File: config.mk
export PLATFORM = sky130hd
export DESIGN_NAME = iir_deemph
export DESIGN_NICKNAME = d
export VERILOG_FILES = /design/src/rtl/iir_deemph.sv
export SDC_FILE = /design/constraint.sdc
export NUM_CORES = 1
export LEC_CHECK = 0
export ABC_CLOCK_PERIOD_IN_PS = 16079
export CAP_MARGIN = 20
export CORE_ASPECT_RATIO = 0.8
export CORE_UTILIZATION = 40
export CTS_CLUSTER_DIAMETER = 150
export DETAILED_ROUTE_END_ITERATION = 10
export GPL_TIMING_DRIVEN = 0
export REMOVE_ABC_BUFFERS = 1
export SYNTH_ARGS = -nofsm -noshare
export SYNTH_HDL_FRONTEND = slang
export SYNTH_SLANG_ARGS = --single-unit
File: constraint.sdc
create_clock -name clock -period 16.08 [get_ports clock]
set_clock_uncertainty 0.15 [all_clocks]
set_input_delay 1.608 -clock clock [delete_from_list [all_inputs] [get_ports clock]]
set_output_delay 1.608 -clock clock [all_outputs]
set_load 0.03 [all_outputs]
File: src/rtl/iir_deemph.sv
// Single-pole IIR de-emphasis: y[n] = B0*x[n] + B1*x[n-1] + A1*y[n-1],
// evaluated with one shared multiplier over three MAC cycles per sample.
module iir_deemph #(
  parameter int DATA_WIDTH = 32,
  parameter int QUANT_BITS = 10,
  parameter logic signed [DATA_WIDTH-1:0] B0 = 178,
  parameter logic signed [DATA_WIDTH-1:0] B1 = 178,
  parameter logic signed [DATA_WIDTH-1:0] A1 = 668
) (
  input  logic                  clock,
  input  logic                  reset,
  input  logic                  clear,
  input  logic [DATA_WIDTH-1:0] in_data,
  input  logic                  in_valid,
  output logic                  in_ready,
  output logic [DATA_WIDTH-1:0] out_data,
  output logic                  out_valid,
  input  logic                  out_ready
);

  // Handshakes: a transfer happens on a rising edge where valid && ready;
  // out_valid/out_data hold until accepted, in_ready depends only on state.

  localparam logic [1:0] ST_IDLE = 2'd0;
  localparam logic [1:0] ST_MAC  = 2'd1;
  localparam logic [1:0] ST_OUT  = 2'd2;

  localparam int PW = 2 * DATA_WIDTH;
  localparam logic signed [PW-1:0] DEQ_BIAS =
    {{(PW-QUANT_BITS){1'b0}}, {QUANT_BITS{1'b1}}};
  localparam logic signed [PW-1:0] ZERO_W = '0;

  logic [1:0]                   state;
  logic [1:0]                   tap;
  logic signed [DATA_WIDTH-1:0] x_reg;
  logic signed [DATA_WIDTH-1:0] x_prev;
  logic signed [DATA_WIDTH-1:0] y_prev;
  logic signed [DATA_WIDTH-1:0] acc;

  logic signed [DATA_WIDTH-1:0] coef;
  logic signed [DATA_WIDTH-1:0] operand;
  logic signed [PW-1:0]         coef_w;
  logic signed [PW-1:0]         operand_w;
  logic signed [PW-1:0]         prod;
  logic signed [PW-1:0]         bias;
  logic signed [DATA_WIDTH-1:0] deq_val;
  logic signed [DATA_WIDTH-1:0] acc_next;

  always_comb begin
    coef    = B0;
    operand = x_reg;
    case (tap)
      2'd1: begin
        coef    = B1;
        operand = x_prev;
      end
      2'd2: begin
        coef    = A1;
        operand = y_prev;
      end
      default: begin
        coef    = B0;
        operand = x_reg;
      end
    endcase
  end

  assign coef_w    = {{DATA_WIDTH{coef[DATA_WIDTH-1]}}, coef};
  assign operand_w = {{DATA_WIDTH{operand[DATA_WIDTH-1]}}, operand};
  assign prod      = coef_w * operand_w;

  // Adding 2^Q-1 to negative products before the arithmetic shift turns
  // floor division into division truncating toward zero.
  always_comb begin
    bias = ZERO_W;
    if (prod[PW-1]) begin
      bias = DEQ_BIAS;
    end
  end

  assign deq_val  = DATA_WIDTH'((prod + bias) >>> QUANT_BITS);
  assign acc_next = acc + deq_val;

  assign in_ready  = (state == ST_IDLE);
  assign out_valid = (state == ST_OUT);
  assign out_data  = acc;

  always_ff @(posedge clock or posedge reset) begin
    if (reset) begin
      state  <= ST_IDLE;
      tap    <= 2'd0;
      x_reg  <= '0;
      x_prev <= '0;
      y_prev <= '0;
      acc    <= '0;
    end else if (clear) begin
      state  <= ST_IDLE;
      tap    <= 2'd0;
      x_prev <= '0;
      y_prev <= '0;
      acc    <= '0;
    end else begin
      case (state)
        ST_IDLE: begin
          if (in_valid) begin
            x_reg <= in_data;
            acc   <= '0;
            tap   <= 2'd0;
            state <= ST_MAC;
          end
        end
        ST_MAC: begin
          acc <= acc_next;
          if (tap == 2'd2) begin
            tap   <= 2'd0;
            state <= ST_OUT;
          end else begin
            tap <= tap + 2'd1;
          end
        end
        ST_OUT: begin
          // History advances only when the result is actually consumed.
          if (out_ready) begin
            x_prev <= x_reg;
            y_prev <= acc;
            state  <= ST_IDLE;
          end
        end
        default: begin
          state <= ST_IDLE;
          tap   <= 2'd0;
        end
      endcase
    end
  end

endmodule

==> results.py <==
metrics = {
    "sta": {
        "report.final.setup_viol": 0,
        "final.min_clock_period_ns": 13.91,
        "report.final.hold_viol_count": 0,
        "fin_setup_tns_ns": 0,
        "worst_margin_slew_ns": 0.996,
        "clock.fmax_ghz": 0.0719,
        "timing.final.max_slew_violations": 0,
        "max-slew-margin-rel_pct": 33.1,
        "post_route_fraction_of_the_period_consumed_by_the_critical_path_pct": 86.5,
        "timing.final.ws_setup_ns": 2.17,
        "rsz0062_at_grt": "false",
    },
    "grt": {
        "grt_antenna_before_repair": 1,
        "maximum_number_of_pins_on_one_net_before_global_route_repair": 82,
        "overall_routing_resource_usage_pct": 20.9,
        "global_route_wire_length_before_repair_mm": 67.5,
        "via_count_of_the_first_global_routing_pass": 12500,
        "global_route.overflow_total": 0,
    },
    "placed_design": {
        "dp_slack_ns": 2.35,
        "place.port_buffers": 70,
        "post_dp_cell_area_sq_um": 17700,
        "finalWeightedCongestion": 0.897,
        "detailed_place_hpwl_mm": 33.5,
        "placed_cells_incl_taps": 2308,
    },
    "route": {
        "drt-total-wl_mm": 40.4,
        "detail_route.drc_violations": 0,
        "route.detailed.wl_per_inst_um": 17.3,
        "post_drt_via_cell_ratio": 5.33,
        "initialDrtViolationCount": 744,
        "drt_pass1_iterations": 5,
        "antenna_left": 0,
        "num_vias": 12500,
    },
    "synthesis": {
        "syn_area_sq_um": 16200,
        "postSynth.asyncResetShare_pct": 100,
        "cell_count_after_synthesis": 1743,
        "yosys_most_used_dff": "sky130_fd_sc_hd__dfrtp_1",
        "yosysSeqAreaShare_pct": 20.3,
        "ys_warn_count": 0,
        "ys_types": 92,
        "avgSynthCellArea_sq_um": 9.31,
        "synth_edf_count": 0,
        "ys_ff_latch": 132,
    },
    "worst_hold_path": {
        "worstHoldPathType": "register to register",
        "min-delay-start": "x_prev[31]",
        "min_to": "x_prev[31]",
        "holdPathStages": 1,
    },
    "setup_path": {
        "worst-setup-path-type": "register to register",
        "slowest_delay_ns": 0.85,
        "critical_path.startpoint_type": "register",
        "crit_reg_reg_startpoint": "tap[1]",
        "data_arrival_time_of_the_worst_path_ns": 14.10,
        "worstReg2RegEnd": "out_data[28]",
        "timing.reg2reg.setup_slack_ns": 2.17,
        "crit_slowest_cell": "sky130_fd_sc_hd__ha_2",
        "critPathMaxFanout": 33,
        "critical_path_required_ns": 16.27,
        "worstSetupEndpointType": "register",
        "reg2reg_depth": 46,
    },
    "finish": {
        "postLayoutCellArea_sq_um": 18200,
        "nFillCells": 3831,
        "layoutNonFillerInstCount": 2339,
        "register_area_sq_um": 3300,
        "syn2layout_area_growth_pct": 12.4,
        "ant_cells": 0,
        "final_net_count": 2178,
        "multiInputGateArea_sq_um": 11500,
        "drive_gt1_share_pct": 6.60,
    },
    "cts": {
        "tritoncts.num_buffers": 17,
        "cts-htree-levels": 4,
        "cts-root-buf": "sky130_fd_sc_hd__clkbuf_16",
        "tritoncts": "done",
        "clkTransAtPathRegs_ns": 0.06,
        "numClockSinks": 132,
        "bufs_on_longest_clock_path": 2,
        "postCtsSetupBuffers": 0,
        "post_cts_hold_buffer_count": 0,
        "cts-resized-gates": 0,
        "insertion_delay_ns": 0.46,
    },
    "floorplan": {
        "initial_core_util_pct": 40.9,
        "placeableCoreArea_sq_um": 39700,
        "ioPinCount": 71,
        "die_y_um": 182,
        "fp.dieArea_sq_um": 41400,
        "row_count": 65,
        "die_width_um": 227,
    },
    "job": {
        "drv_cap": 0,
    },
    "outcome": {
        "outcome": "finished, final reports clean",
    },
}
-- critical path: cells and delay by family (launching register included) --
kind / cells / cell delay, ns
buf+inv: 6 / 0.57
flops: 1 / 0.42
simple gates: 12 / 3.06
xor+xnor: 1 / 0.26
compound gates: 17 / 4.34
fa+ha+maj: 10 / 4.94
-- stage by stage --
stage	hold WS [ns]	util (%)
floorplan	0.324	-
global placement	0.338	43.7
detailed placement	0.341	44.5
CTS	0.360	46.0
global route	0.370	46.0
finish	0.358	46.0
-- metal layers --
metal  vias to the layer above  track usage (%)  routed length [um]
li1                       5993                -                   -
met1                      6207             31.0               20500
met2                       236             31.3               17500
met3                        29             3.86                1810
met4                         0             4.35                 481
met5                         -                0                   0
-- layout by cell type, fill, tap and decap left out, types with 70 or more instances in the layout --
master                            synthesis  routed
sky130_fd_sc_hd__a21oi_1                 95      94
sky130_fd_sc_hd__a22o_1                  92      92
sky130_fd_sc_hd__clkdlybuf4s50_1          0      70
sky130_fd_sc_hd__dfrtp_1                132     132
sky130_fd_sc_hd__fa_1                   158     158
sky130_fd_sc_hd__ha_1                   192     189
sky130_fd_sc_hd__inv_1                  317     316
sky130_fd_sc_hd__nand2_1                 97      97
sky130_fd_sc_hd__nor2_1                  96      95
sky130_fd_sc_hd__xnor2_1                 70      70
-- Yosys cell counts, drive strengths merged, types with 19 or more instances --
library cell | instances | share of area, %
a21o | 29 | 1.3
a21oi | 98 | 3.1
a22o | 92 | 5.0
a22oi | 36 | 1.7
buf | 19 | 0.64
clkbuf | 40 | 0.92
dfrtp | 132 | 20
fa | 158 | 19
ha | 192 | 15
inv | 317 | 7.3
mux2 | 33 | 2.3
nand2 | 97 | 2.2
nand2b | 21 | 0.81
nand3 | 29 | 0.89
nor2 | 96 | 2.2
o21ai | 49 | 1.5
xnor2 | 70 | 3.8
xor2 | 33 | 1.8
-- layout make-up --
cell class | instances | share of cell area (%)
sequential | 132 | 18.1
multi-input combinational | 1234 | 63.3
inverter | 318 | 6.57
clock inverter | 10 | 0.535
timing repair buffer | 88 | 5.23
tap | 536 | 3.68
clock buffer | 21 | 2.63
-- cell families (layout without fill, tap and decap cells) --
group                    Yosys count  in the layout  synth area share (%)
AO/OA/AOI/OAI                    400            400                  17.8
XOR/XNOR                         103            103                  5.56
adder cells (fa/ha/maj)          350            350                  34.3
buffers and inverters            377            437                  8.92
flip-flops                       132            132                  20.3
multiplexers                      34             34                  2.35
other                              1              1                0.0231
AND/OR/NAND/NOR                  346            346                  10.7
-- worst max-delay path by stage --
stage                start      endpoint  slack (ns)
floorplan           tap[0]  out_data[28]        3.22
global placement    tap[0]  out_data[28]       -0.63
detailed placement  tap[1]  out_data[28]        2.35
CTS                 tap[1]  out_data[28]        2.23
global route        tap[1]  out_data[28]        1.22
finish              tap[1]  out_data[28]        2.17
Power is not shown: default switching activity piles up to over one toggle a cycle in this logic, so the estimate is an artifact.
